### src/rtl/pwm_capture.sv
// pwm_capture: measures high time and period of an asynchronous PWM input in
// clk cycles, strobes each complete measurement and flags a stuck input.
// Optional glitch filter: define PWM_CAPTURE_FILTER_EN to insert a
// FILTER_LEN-deep majority-free persistence filter after the synchroniser.
module pwm_capture #(
  parameter int unsigned W          = 16,
  parameter int unsigned FILTER_LEN = 3
) (
  input  logic         clk,
  input  logic         rst,
  input  logic         pwm_in,
  output logic [W-1:0] high_time,
  output logic [W-1:0] period,
  output logic         valid,
  output logic         timeout,
  output logic         level
);

  typedef enum logic [1:0] {
    S_IDLE = 2'd0,
    S_ARM  = 2'd1,
    S_HIGH = 2'd2,
    S_LOW  = 2'd3
  } state_t;

  // Counter value one below saturation: an edge arriving now still measures
  // 2^W-1, no edge now means the measurement can no longer complete.
  localparam logic [W-1:0] CNT_MAX  = {W{1'b1}};
  localparam logic [W-1:0] CNT_LAST = {{(W-1){1'b1}}, 1'b0};

  logic sync1_q;
  logic sync2_q;
  logic s;
  logic p_q;
  logic rise;
  logic fall;

  state_t       state_q, state_d;
  logic [W-1:0] cnt_q, cnt_d;
  logic [W-1:0] hi_tmp_q, hi_tmp_d;
  logic [W-1:0] high_time_q, high_time_d;
  logic [W-1:0] period_q, period_d;
  logic         valid_q, valid_d;
  logic         timeout_q, timeout_d;
  logic         stuck;

  // Two-flop synchroniser bringing pwm_in into the clk domain.
  always_ff @(posedge clk or posedge rst) begin
    if (rst) begin
      sync1_q <= 1'b0;
      sync2_q <= 1'b0;
    end else begin
      sync1_q <= pwm_in;
      sync2_q <= sync1_q;
    end
  end

`ifdef PWM_CAPTURE_FILTER_EN
  localparam int unsigned FCW = (FILTER_LEN < 2) ? 1 : $clog2(FILTER_LEN + 1);

  logic [FCW-1:0] fcnt_q, fcnt_d;
  logic           filt_q, filt_d;

  // Filter output follows the synchronised level only once it has differed
  // for FILTER_LEN consecutive samples; any agreeing sample restarts the run.
  always_comb begin
    fcnt_d = '0;
    filt_d = filt_q;
    if (sync2_q != filt_q) begin
      if (fcnt_q == FCW'(FILTER_LEN - 1)) begin
        filt_d = sync2_q;
      end else begin
        fcnt_d = fcnt_q + 1'b1;
      end
    end
  end

  // Filter state register.
  always_ff @(posedge clk or posedge rst) begin
    if (rst) begin
      fcnt_q <= '0;
      filt_q <= 1'b0;
    end else begin
      fcnt_q <= fcnt_d;
      filt_q <= filt_d;
    end
  end

  assign s = filt_q;
`else
  localparam int unsigned FILTER_LEN_UNUSED = FILTER_LEN;

  assign s = sync2_q;
`endif

  // Previous conditioned level for edge detection.
  always_ff @(posedge clk or posedge rst) begin
    if (rst) begin
      p_q <= 1'b0;
    end else begin
      p_q <= s;
    end
  end

  assign rise  = s & ~p_q;
  assign fall  = ~s & p_q;
  assign stuck = (cnt_q == CNT_LAST) && !rise && !fall;

  // Next-state logic: counter, measurement FSM and output registers.
  always_comb begin
    state_d     = state_q;
    cnt_d       = (cnt_q == CNT_MAX) ? cnt_q : cnt_q + 1'b1;
    hi_tmp_d    = hi_tmp_q;
    high_time_d = high_time_q;
    period_d    = period_q;
    valid_d     = 1'b0;
    timeout_d   = timeout_q;

    // Every rising edge restarts the count so cnt+1 is the distance to it.
    if (rise) begin
      cnt_d = '0;
    end

    case (state_q)
      // A high level at reset release looks like a rise; wait for a real fall.
      S_IDLE: begin
        if (fall) begin
          state_d = S_ARM;
        end
      end
      S_ARM: begin
        if (rise) begin
          state_d = S_HIGH;
        end
      end
      S_HIGH: begin
        if (fall) begin
          hi_tmp_d = cnt_q + 1'b1;
          state_d  = S_LOW;
        end else if (stuck) begin
          timeout_d = 1'b1;
          state_d   = s ? S_IDLE : S_ARM;
        end
      end
      S_LOW: begin
        if (rise) begin
          high_time_d = hi_tmp_q;
          period_d    = cnt_q + 1'b1;
          valid_d     = 1'b1;
          timeout_d   = 1'b0;
          state_d     = S_HIGH;
        end else if (stuck) begin
          timeout_d = 1'b1;
          state_d   = s ? S_IDLE : S_ARM;
        end
      end
      default: begin
        state_d = S_IDLE;
      end
    endcase
  end

  // State and output registers.
  always_ff @(posedge clk or posedge rst) begin
    if (rst) begin
      state_q     <= S_IDLE;
      cnt_q       <= '0;
      hi_tmp_q    <= '0;
      high_time_q <= '0;
      period_q    <= '0;
      valid_q     <= 1'b0;
      timeout_q   <= 1'b0;
    end else begin
      state_q     <= state_d;
      cnt_q       <= cnt_d;
      hi_tmp_q    <= hi_tmp_d;
      high_time_q <= high_time_d;
      period_q    <= period_d;
      valid_q     <= valid_d;
      timeout_q   <= timeout_d;
    end
  end

  assign high_time = high_time_q;
  assign period    = period_q;
  assign valid     = valid_q;
  assign timeout   = timeout_q;
  assign level     = s;

endmodule
### config.mk
export PLATFORM = sky130hd
export DESIGN_NAME = pwm_capture
export DESIGN_NICKNAME = d
export VERILOG_FILES = /design/src/rtl/pwm_capture.sv
export SDC_FILE = /design/constraint.sdc
export NUM_CORES = 1
export LEC_CHECK = 0
export ABC_AREA = 0
export CAP_MARGIN = 10
export CORE_ASPECT_RATIO = 0.75
export CORE_MARGIN = 3
export CORE_UTILIZATION = 54
export CTS_BUF_LIST = sky130_fd_sc_hd__clkbuf_4 sky130_fd_sc_hd__clkbuf_8 sky130_fd_sc_hd__clkbuf_16
export CTS_CLUSTER_SIZE = 25
export DETAILED_ROUTE_END_ITERATION = 12
export PLACE_DENSITY = 0.86
export SLEW_MARGIN = 0
export SYNTH_ARGS = -nofsm -noshare
export SYNTH_HDL_FRONTEND = slang
export SYNTH_SLANG_ARGS = --single-unit
export TNS_END_PERCENT = 50
### constraint.sdc
create_clock -name clk -period 2.6 [get_ports clk]
set_input_delay 0.39 -clock clk [delete_from_list [all_inputs] [get_ports clk]]
set_output_delay 0.39 -clock clk [all_outputs]
set_load 0.03 [all_outputs]
==> results of run 1 <==
## final cells by class
type,count,area share
clock buffers,13,0.0475
clock inverters,1,0.00143
inverters,4,0.00429
multi-input cells,194,0.293
flip-flops and latches,71,0.508
well taps,72,0.0257
repair buffers,42,0.120
## placed cells by master (no fill, tap or decap), drive strengths merged, types with 2 or more instances in the layout
master / count
inv: 4
and3: 3
nand3: 7
and4: 4
nor3: 6
buf: 5
a31oi: 5
clkdlybuf4s50: 37
xnor2: 6
nand2: 66
nand4: 9
a21oi: 29
o21ai: 14
ha: 2
nor2: 23
o21bai: 2
clkbuf: 13
xor2: 8
dfrtp: 71
## cells by family after synthesis
family,after synthesis,share of synthesized area
compound gates,52,0.0964
buf+inv,20,0.0279
fa+ha+maj,2,0.00872
xor+xnor,14,0.0427
mux,1,0.00392
flops,71,0.619
simple gates,125,0.201
## flip-flops by register name, indices dropped and copies added (netlist names)
register,cells
cnt_q,16
hi_tmp_q,16
high_time,16
period,16
state_q,2
level,1
p_q,1
sync1_q,1
timeout,1
valid,1
## metal layers
metal / track usage / up-vias / share of wire
met2: 0.314 / 55 / 0.47
met1: 0.273 / 1040 / 0.47
met4: 0.0713 / 0 / 0.012
met3: 0.0785 / 11 / 0.047
li1: - / 1030 / -
met5: 0 / - / 0
## report_power, final
group,total [W],leakage (nW),switching [W],internal [W]
clock,0.000776,0.0922,0.000368,0.000408
sequential,0.00151,0.901,0.000160,0.00135
combinational,0.000910,0.582,0.000537,0.000373
## Yosys cell counts, drive strengths merged
| master | instances | area share |
|---|---|---|
| o21ai | 14 | 0.024 |
| nand2 | 66 | 0.086 |
| mux2 | 1 | 0.0039 |
| nor4 | 1 | 0.0022 |
| nor4b | 1 | 0.0031 |
| nand4 | 9 | 0.022 |
| dfrtp | 71 | 0.62 |
| a211oi | 1 | 0.0026 |
| or4 | 1 | 0.0026 |
| o21bai | 2 | 0.0052 |
| xor2 | 8 | 0.024 |
| clkbuf | 11 | 0.014 |
| a21oi | 29 | 0.051 |
| and2 | 1 | 0.0031 |
| o211ai | 1 | 0.0026 |
| nand3b | 1 | 0.0026 |
| inv | 4 | 0.0052 |
| nor2b | 1 | 0.0022 |
| and3 | 3 | 0.0065 |
| ha | 2 | 0.0087 |
| nor4bb | 1 | 0.0035 |
| and4 | 4 | 0.013 |
| nor2 | 23 | 0.030 |
| buf | 5 | 0.0083 |
| xnor2 | 6 | 0.018 |
| nand3 | 7 | 0.012 |
| a31oi | 5 | 0.011 |
| nor3 | 6 | 0.012 |
## path summary, 6_finish.rpt
path / start / end / slack [ns] / cells past startpoint
worst max-delay path: level / level / 0.64 / 1
worst min-delay path: sync1_q / level / 0.35 / 0
worst max register to register: cnt_q[0] / cnt_q[0] / 0.65 / 5
worst min register to register: sync1_q / level / 0.35 / 0
max in group asynchronous: rst / period[15] / 1.86 / 3
min in group asynchronous: rst / high_time[12] / 0.43 / 3
## through the flow
stage / instance area, um2 / utilization
finish: 3500 / 0.699
CTS: 3500 / 0.699
global route: 3500 / 0.699
floorplan: 2870 / -
detailed placement: 3330 / 0.665
global placement: 3330 / 0.665
==> results.md, run 1 <==
- The flow ran to the end, and the final reports show no timing, DRC or antenna violations.
- STA puts the critical path data required time at between 2 and 2.5 ns.
- The worst setup path is captured at an output port.
- STA classifies the critical path startpoint as a register.
- The largest incremental delay on the critical path is approximately 0.73 ns.
- Compared with the post-synthesis result, the final layout area differs by 22.0%.
- The total count of max-transition violations in the final report is 0.
- For this design, the CTS-stage hold fixing added 0 buffers.
- Measured along the x axis, the die boundary spans around 90 um.
- The number of gates resized after CTS was 0.
- The count of synthesis-stage warnings from yosys is 0.
- The clock insertion delay at the later pin of the skew report is approximately 0.34 ns.
- The count of boundary I/O pins is 38.
- In this run the static leakage power is around 1.6 nW.
- The final clock skew is 0.00740 ns.
- The area of the multi-input gates is about 1000 um2.
- Grouping stages by cell kind, the critical path spends the most delay in buffers and inverters.
- The number of antenna violations at the first check in global routing is 0.
- The detailed-placement wirelength estimate is approximately 3.8 mm.
- The clock period minus worst slack is approximately 2 ns.
- The number of different library cells in the post-synthesis netlist is 33.
- Dividing the final minimum period by the clock period gives 0.754.
- The detailed-route wire length per cell is ~14 um.
- The post-synthesis instance total is 285.
- Routability-driven placement finished with a final weighted congestion of 0.967.
- The class of the tightest hold or removal check is reg2reg.
- The remaining number of nets flagged by the antenna check after routing is 0.
- The worst slack after detailed placement is slightly below 0.7 ns.
- TritonCTS built the clock tree.
- The finished layout holds a little under 400 standard cells, fillers aside.
- The number of setup violations in the final report is 0.
- After detailed routing, the total wire length is 5.72 mm.
- The layout net count is 327.
- VDD sags by at most roughly 0.64 mV.
- In this run the cell area of the synthesized design comes to 2870 um2.
- The number of vias per cell after detailed routing is ~5.4.
- The filler cell count is 393.
- The number of antenna diodes in the final layout is 0.
- Including well taps, the total number of placed cells is ~380.
- The post-synthesis net count is 290.
- The share of final-layout standard cells stronger than drive strength 1 is 0.0831.
- The vias after detailed routing is 2136.
- Before antenna repair, the detailed router went through 4 iterations.
- The sequential cells in the finished layout cover a total of around 1800 um2.
- The smallest setup slack after layout is ~0.64 ns.
- The largest net degree at the start of global routing is slightly above 70.
- The highest net fanout along the worst path is 7.
- The number of setup buffers added after CTS is 0.
- The maximum achievable frequency is between 500 and 600 MHz.
- The sequential share of the synthesized area is 0.619.
- Summed over all failing endpoints, the final setup total negative slack is 0 ns.
- CTS built an H-tree with a depth of 3.
- The count of buffers added on input and output ports is 37.
- The vertical extent of the die is about 69 um.
- After clock tree synthesis, the clock-pin slew on the worst setup and hold paths is about 0.07 ns.
- The die covers ~6200 um2.
- Overall power consumption after layout is estimated at approximately 0.0032 W.
- The initial core utilization is 0.573.
- The first global-routing pass estimated ~10 mm of wire.
- The number of clock sinks seen by CTS is 71.
- Headroom to the max-slew limit came out at 0.706.
- The worst setup path is of the reg2out kind.
- Traced cell by cell, the critical path runs through clkdlybuf4s50_1.
- Buffers inserted during clock tree synthesis total 9.
- The region available for standard cell placement spans 5010 um2.
- Together, buffers and inverters on the worst path number 1.
- The CTS root buffer is clkbuf_8.
- The via count of the first global-routing pass was around 2.1k.
- The power density over the cells is 912 nW/um2.
- The tool flagged a number of max-cap violations equal to 0.
- The initial DRC count is 240.
- The final hold violation count is 0.
- The standard cell with the maximum stage delay on the critical path is clkdlybuf4s50_1.
- The number of rows created at floorplan is 22.
- Counting flops and latches in the post-synthesis netlist gives 71.
- The data arrival time of the critical path is roughly 1.6 ns.
- The mean post-synth cell area is 10.1 um2.
- For this run, design rule violations remaining after detail routing come to 0.
- The remaining global-route overflow is 0.
- The number of buffers on the longest clock path is 2.
- For this run, the total global-route usage over all layers was measured as 0.206.
- The post-route worst hold slack is roughly 0.35 ns.
- The slew of the pin with the lowest slew margin is between 0.4 and 0.5 ns.
- Setup repair after global routing left no endpoint under its margin.
Note: power is estimated with default switching activity, not from simulation.
==> run 2, diff against run 1 <==
==> constraint.sdc (replaced) <==
create_clock -name clk -period 1.9 [get_ports clk]
set_input_delay 0.285 -clock clk [delete_from_list [all_inputs] [get_ports clk]]
set_output_delay 0.285 -clock clk [all_outputs]
set_load 0.03 [all_outputs]
==> run 2 against run 1 <==
Against the previous run: hold slack got worse by 0.11 ns; global-route usage rose by 1.1 points; utilization rose by 1.6 points; die area did not move; sequential power rose by 36%; clock skew rose by 0.0019 ns; sequential share of layout area fell by 1.2 points; non-clock buffer count rose by 5; total power rose by 41%; critical path type is now reg2reg; critical endpoint is now cnt_q[0].
==> results.md, run 2 (synthesis gave the netlist of run 1 again) <==
- The run finished with clean final reports.
- Of the total power, combinational logic draws 0.278.
- The top cell family by delay on the critical path is simple AND/OR/NAND/NOR gates.
- In this run the power density over the cells is about 1300 nW/um2.
- The post-route worst hold slack is 0.246 ns.
- The highest net fanout along the worst path is 5.
- The die covers slightly above 6000 um2.
- The clock passes through at most 2 buffers.
- The number of setup violations in the final report is 0.
- TritonCTS built the clock tree.
- Before CTS, the worst setup slack after placement is 0.161 ns.
- The internal portion of the total power is ~0.0030 W.
- The core region area is 5010 um2.
- The critical path capture point type is a register.
- The number of setup buffers added after CTS is 0.
- In this run the static leakage power is between 1.5 and 2 nW.
- The fraction of power spent switching nets is 0.337.
- In the final timing run, aggregate negative setup slack is 0 ns.
- The kind of critical path is reg2reg.
- The initial core utilization is 0.573.
- The first detailed-routing pass took 4 iterations.
- The vias after detailed routing is ~2.2k.
- The worst-case IR drop observed on VDD is 0.881 mV.
- The share of total power in sequential cells is 0.457.
- The detailed-placement wirelength estimate is 4.14 mm.
- The path class of the tightest hold or removal check is in2async.
- The vertical extent of the die is roughly 69 um.
- The clock tree synthesis step divided the H-tree into 3 levels.
- The largest net degree at the start of global routing is 40.
- The final layout contains routed wiring with a total length of roughly 6.1 mm.
- In the final routed layout, each cell accounts on average for 15.2 um.
- The critical register-to-register path endpoint is cnt_q[0].
- The most common cell after layout, fill and taps aside is dfrtp_1.
- The number of rows created at floorplan is 22.
- In this design, the stage delay of the slowest critical-path cell is 0.59 ns.
- The critical path goes through ha_1 > nand3_1 > or4_1 > and2_4 > nor3_2.
- The number of hold-repair buffers added at the cts stage is 0.
- The largest individual stage delay along the critical path comes from the cell or4_1.
- The count of boundary I/O pins is 38.
- The switching component of the power is 0.00152 W.
- The number of DRC violations after detailed routing is 0.
- The number of antenna violations at the first check in global routing was 0.
- The worst setup path is launched from a register.
- In this run the horizontal extent of the chip is roughly 90 um.
- The layout net count is 332.
- The via count of the first global-routing pass is 2230.
- The final weighted congestion in routability-driven placement is ~0.94.
- The clock insertion delay at the later pin of the skew report is 0.35 ns.
- The final hold violation count is 0.
- The flop-to-flop setup slack is roughly 0.12 ns.
- 0 antenna diodes ended up in the layout.
- The top cell types in the final layout, fill and taps aside, are 71 x dfrtp_1, 66 x nand2_1, 36 x clkdlybuf4s50_1.
- The number of cell instances on the worst register-to-register path is 5.
- Subtracting the final worst setup slack from the clock period gives between 1.5 and 2 ns.
- The initial DRC count is about 170.
- The all-layer global routing usage is 0.218.
- The critical path starts at cnt_q[1].
- The number of vias per cell after detailed routing is between 5 and 6.
- The cell sitting at the root of the clock tree is a clkbuf_8.
- The share of final-layout standard cells stronger than drive strength 1 is 0.102.
- The relative max-transition margin is 0.715.
- In the finished design, the share of the clock period the worst path needs comes to 0.938.
- The data arrival time of the critical path is 2.05 ns.
- Setup repair after global routing left no endpoint under its margin.
- The maximum achievable frequency is between 500 and 600 MHz.
- STA puts the critical path data required time at between 2 and 2.5 ns.
- The tool flagged a number of max-cap violations equal to 0.
- The startpoint identified for the worst register-to-register timing path is cnt_q[1].
- In this run the remaining antenna-violating nets after routing total 0.
- Across all setup checks in the final design, the least slack found is roughly 0.12 ns.
- Compared with the post-synthesis result, the final layout area differs by 24.9%.
- The slew of the pin with the lowest slew margin is between 0.4 and 0.5 ns.
- The first-pass GRT wire length is 10.7 mm.
- The number of clock sinks seen by CTS is 71.
- The remaining global-route overflow is 0.
- The total power consumption of the routed design is around 0.0045 W.
- After clock tree synthesis, the clock-pin slew on the worst setup and hold paths is ~0.070 ns.
- The total count of max-transition violations in the final report is 0.
- The worst path buffer plus inverter count is 0.
- The final clock skew is 0.00931 ns.
- The count of port buffers added during placement is 37.
- The fraction of power consumed by the clock network is 0.264.
- Counting the buffers created by CTS gives 9.
run 2: cell types whose count changed in the layout (fill, tap and decap cells not counted):
cell | before | now
buf_4 | 4 | 8
clkinvlp_4 | 0 | 3
clkbuf_4 | 2 | 0
clkinv_2 | 1 | 3
buf_12 | 1 | 2
bufinv_16 | 0 | 1
clkbuf_8 | 11 | 10
clkdlybuf4s50_1 | 37 | 36
dlymetal6s2s_1 | 0 | 1
inv_2 | 2 | 1
run 2: worst reg2reg max path: cells and delay by family (launching register included):
| kind | cells | cell delay (ns) |
|---|---|---|
| and+or+nand+nor | 4 | 1.06 |
| DFF | 1 | 0.41 |
| adders and majority gates | 1 | 0.23 |
run 2: worst max path at each step:
stage               end  slack (ns)  cells past startpoint
3_5_place_dp   cnt_q[0]        0.16                      5
4_1_cts           level        0.02                      1
6_report       cnt_q[0]        0.12                      5
3_3_place_gp   cnt_q[0]        0.24                      5
2_1_floorplan  cnt_q[0]        0.18                      6
5_1_grt        cnt_q[0]        0.02                      5
run 2: power by group through the flow:
| stage | combinational, W | sequential, W | clock (W) |
|---|---|---|---|
| floorplan | 0.000381 | 0.00242 | 0 |
| global placement | 0.00124 | 0.00207 | 0 |
| detailed placement | 0.00127 | 0.00208 | 0 |
| CTS | 0.00127 | 0.00206 | 0.00122 |
| global route | 0.00136 | 0.00211 | 0.00129 |
| finish | 0.00126 | 0.00206 | 0.00119 |
run 2: per-layer routing:
| metal | track usage | up-vias | routed length (um) |
|---|---|---|---|
| met5 | 0 | - | 0 |
| met4 | 0.0866 | 0 | 102 |
| met3 | 0.0894 | 13 | 345 |
| met2 | 0.337 | 70 | 2940 |
| met1 | 0.274 | 1067 | 2750 |
| li1 | - | 1043 | - |
run 2: area by class of cell:
cell class	instances	area (um2)
clock buffer	10	138
clock inverter	6	60.1
fill	382	1430
inverter	4	18.8
multi-input combinational	194	1030
sequential	71	1780
tap	72	90.1
timing repair buffer	47	473
run 2: stage by stage:
step            util  area [um2]  std cells
6_report       0.715        3580        404
5_1_grt        0.715        3580        404
4_1_cts        0.715        3580        404
3_5_place_dp   0.675        3380        388
3_3_place_gp   0.675        3380        388
2_1_floorplan      -        2870        285
run 2: repair_timing:
action	CTS	global route
resized for setup	0	1
endpoints found under the setup margin	0	1
endpoints found under the hold margin	0	0
==> run 3, diff against run 2 <==
--- a/config.mk
+++ b/config.mk
@@ -9,11 +9,11 @@
 export CAP_MARGIN = 10
 export CORE_ASPECT_RATIO = 0.75
 export CORE_MARGIN = 3
-export CORE_UTILIZATION = 54
+export CORE_UTILIZATION = 30
 export CTS_BUF_LIST = sky130_fd_sc_hd__clkbuf_4 sky130_fd_sc_hd__clkbuf_8 sky130_fd_sc_hd__clkbuf_16
 export CTS_CLUSTER_SIZE = 25
 export DETAILED_ROUTE_END_ITERATION = 12
-export PLACE_DENSITY = 0.86
+export PLACE_DENSITY = 0.57
 export SLEW_MARGIN = 0
 export SYNTH_ARGS = -nofsm -noshare
 export SYNTH_HDL_FRONTEND = slang
==> run 3 against run 2 <==
Against the previous run: non-clock buffer count is 2 higher; wire length increased by 5.8%; clock skew is 0.0033 ns lower; global-route usage is 8.6 points lower; critical path type unchanged; fmax increased by 5.4%.
==> results.md, run 3 (synthesis gave the netlist of run 1 again) <==
- Pin placement for this block handled 38 I/O pins.
- VDD sags by at most 0.768 mV.
- The highest net fanout along the worst path is 6.
- STA classifies the critical path startpoint as a register.
- The critical path capture point type is a register.
- At the end of routability-driven placement, the weighted congestion stood at between 0.7 and 0.8.
- The static leakage power is between 1.5 and 2 nW.
- The H-tree depth is 3.
- Setup repair after global routing left no endpoint under its margin.
- The power density over the cells is between 1000 and 1500 nW/um2.
- The critical path data required time is between 2 and 2.5 ns.
- In the final routed layout, each cell accounts on average for ~14 um.
- During placement, the flow inserted port buffers numbering 37.
- The cell sitting at the root of the clock tree is a clkbuf_16.
- Of the available clock period, the critical path in the final layout requires 0.890.
- The number of DRC violations after detailed routing is 0.
- The worst pin sits at a relative slew slack of 0.655.
- The final clock skew is around 0.0060 ns.
- TritonCTS built the clock tree.
- The total length of routed wires is 6.50 mm.
- The number of inserted diodes is 0.
- Setup violations remaining at the end of the flow were counted as 0.
- For this design, the slowest cell found on the critical path is or4_4.
- The via count of the first global-routing pass came to between 2k and 2.5k.
- The remaining number of nets flagged by the antenna check after routing is 0.
- The total iterations of the first detailed-routing run is 4.
- Across the whole layout, storage elements account for between 1500 and 2000 um2.
- Measured along the y axis, the die boundary spans 90.7 um.
- The longest clock path from root to sink contains 2 buffers.
- In this run the core area contains 30 standard-cell rows.
- In the global route stage, overall resource usage came out at 0.132.
- The class of the tightest hold or removal check is in2async.
- Fill cells in the final layout number roughly 900.
- The initial core utilization is 0.312.
- The final hold violation count is 0.
- In the layout the commonest cells are 71 x dfrtp_1, 66 x nand2_1, 36 x clkdlybuf4s50_1.
- From synthesis to final layout, the design area changed by 32.9%.
- The detailed-placement wirelength estimate is about 4.5 mm.
- The most common cell after layout, fill and taps aside is dfrtp_1.
- For the pin with the worst max-slew slack, the measured transition is about 0.52 ns.
- After clock tree synthesis, the clock-pin slew on the worst setup and hold paths is about 0.060 ns.
- The number of antenna violations at the first check in global routing came to 0.
- The reported max-cap violation count is 0.
- Power comes to a little over 0.005 W.
- The post-cts gate resize count is 0.
- The horizontal die dimension is 119 um.
- The core region is between 9000 and 10000 um2.
- The first-pass GRT wire length is 11.2 mm.
- After detailed routing, the number of vias per cell comes to around 4.8.
- In the final layout, the share of cells above drive strength 1 is 0.111.
- The remaining global-route overflow is 0.
- The largest net degree at the start of global routing is 40.
- The kind of critical path is reg2reg.
- The number of clock sinks seen by CTS is between 70 and 80.
- At the end of the flow, the number of nets in the layout was between 300 and 400.
- The total count of max-transition violations in the final report is 0.
- The area of the multi-input gates is 1030 um2.
- The signal on the critical path passes through ha_1 > nand3_1 > or4_4 > and2_4 > nor3_2.
- The number of setup buffers added after CTS is 0.
- The largest incremental delay on the critical path is 0.55 ns.
- The initial DRC count is between 150 and 200.
- The maximum achievable frequency is 591 MHz.
- Clock tree synthesis inserted a total of 9 buffers.
- The flow ran to the end, and the final reports show no timing, DRC or antenna violations.
- The data arrival time of the critical path is 1.94 ns.
- The routed layout has 2217 vias.
- The floorplan die area is roughly 11000 um2.
- Subtracting the final worst setup slack from the clock period gives roughly 1.7 ns.
- The clock reaches the later pin of the worst-skew pair after 0.33 ns.
- Adding up every negative setup slack in the final design gives 0 ns.
- In this run, post-CTS hold repair placed 0 buffers.
run 3: final timing paths:
path	from	to	slack, ns	cells after the start
hold reg to reg	sync1_q	level	0.36	0
setup reg to reg	cnt_q[1]	cnt_q[0]	0.21	5
setup / recovery	cnt_q[1]	cnt_q[0]	0.21	5
min in group clk	sync1_q	level	0.36	0
hold / removal	rst	period[13]	0.35	2
max in group asynchronous	rst	period[4]	1.09	3
run 3: critical path: cells and delay by family (launching register included):
| family | cells | cell delay, ns |
|---|---|---|
| AND/OR/NAND/NOR | 4 | 0.97 |
| adder cells (fa/ha/maj) | 1 | 0.23 |
| flip-flops | 1 | 0.41 |
run 3: layer usage:
layer  share of wire  global-route usage  up-vias
met5               0                   0        -
met3           0.043              0.0445       10
met4           0.010              0.0424        0
met1            0.50               0.184     1095
met2            0.44               0.191       55
li1                -                   -     1057
run 3: layout make-up:
class	instances	share of cell area
Tap cell	128	0.0420
Multi-Input combinational cell	194	0.270
Timing Repair Buffer	49	0.135
Inverter	4	0.00492
Clock inverter	7	0.0230
Clock buffer	9	0.0591
Sequential cell	71	0.466
run 3: power by group:
part           internal [W]  switching (W)
Combinational      0.000526       0.000749
Clock               0.00114       0.000606
Sequential          0.00184       0.000216
run 3: metrics by stage:
step / util / cells / hold WS (ns) / instance area (um2) / setup slack, ns
after floorplan: - / 285 / 0.316 / 2870 / 0.176
after global placement: 0.380 / 446 / 0.333 / 3490 / 0.199
after detailed placement: 0.380 / 446 / 0.346 / 3490 / 0.148
after CTS: 0.414 / 462 / 0.350 / 3810 / 0.0464
after global routing: 0.415 / 462 / 0.368 / 3810 / 0.0490
final: 0.415 / 462 / 0.348 / 3810 / 0.209
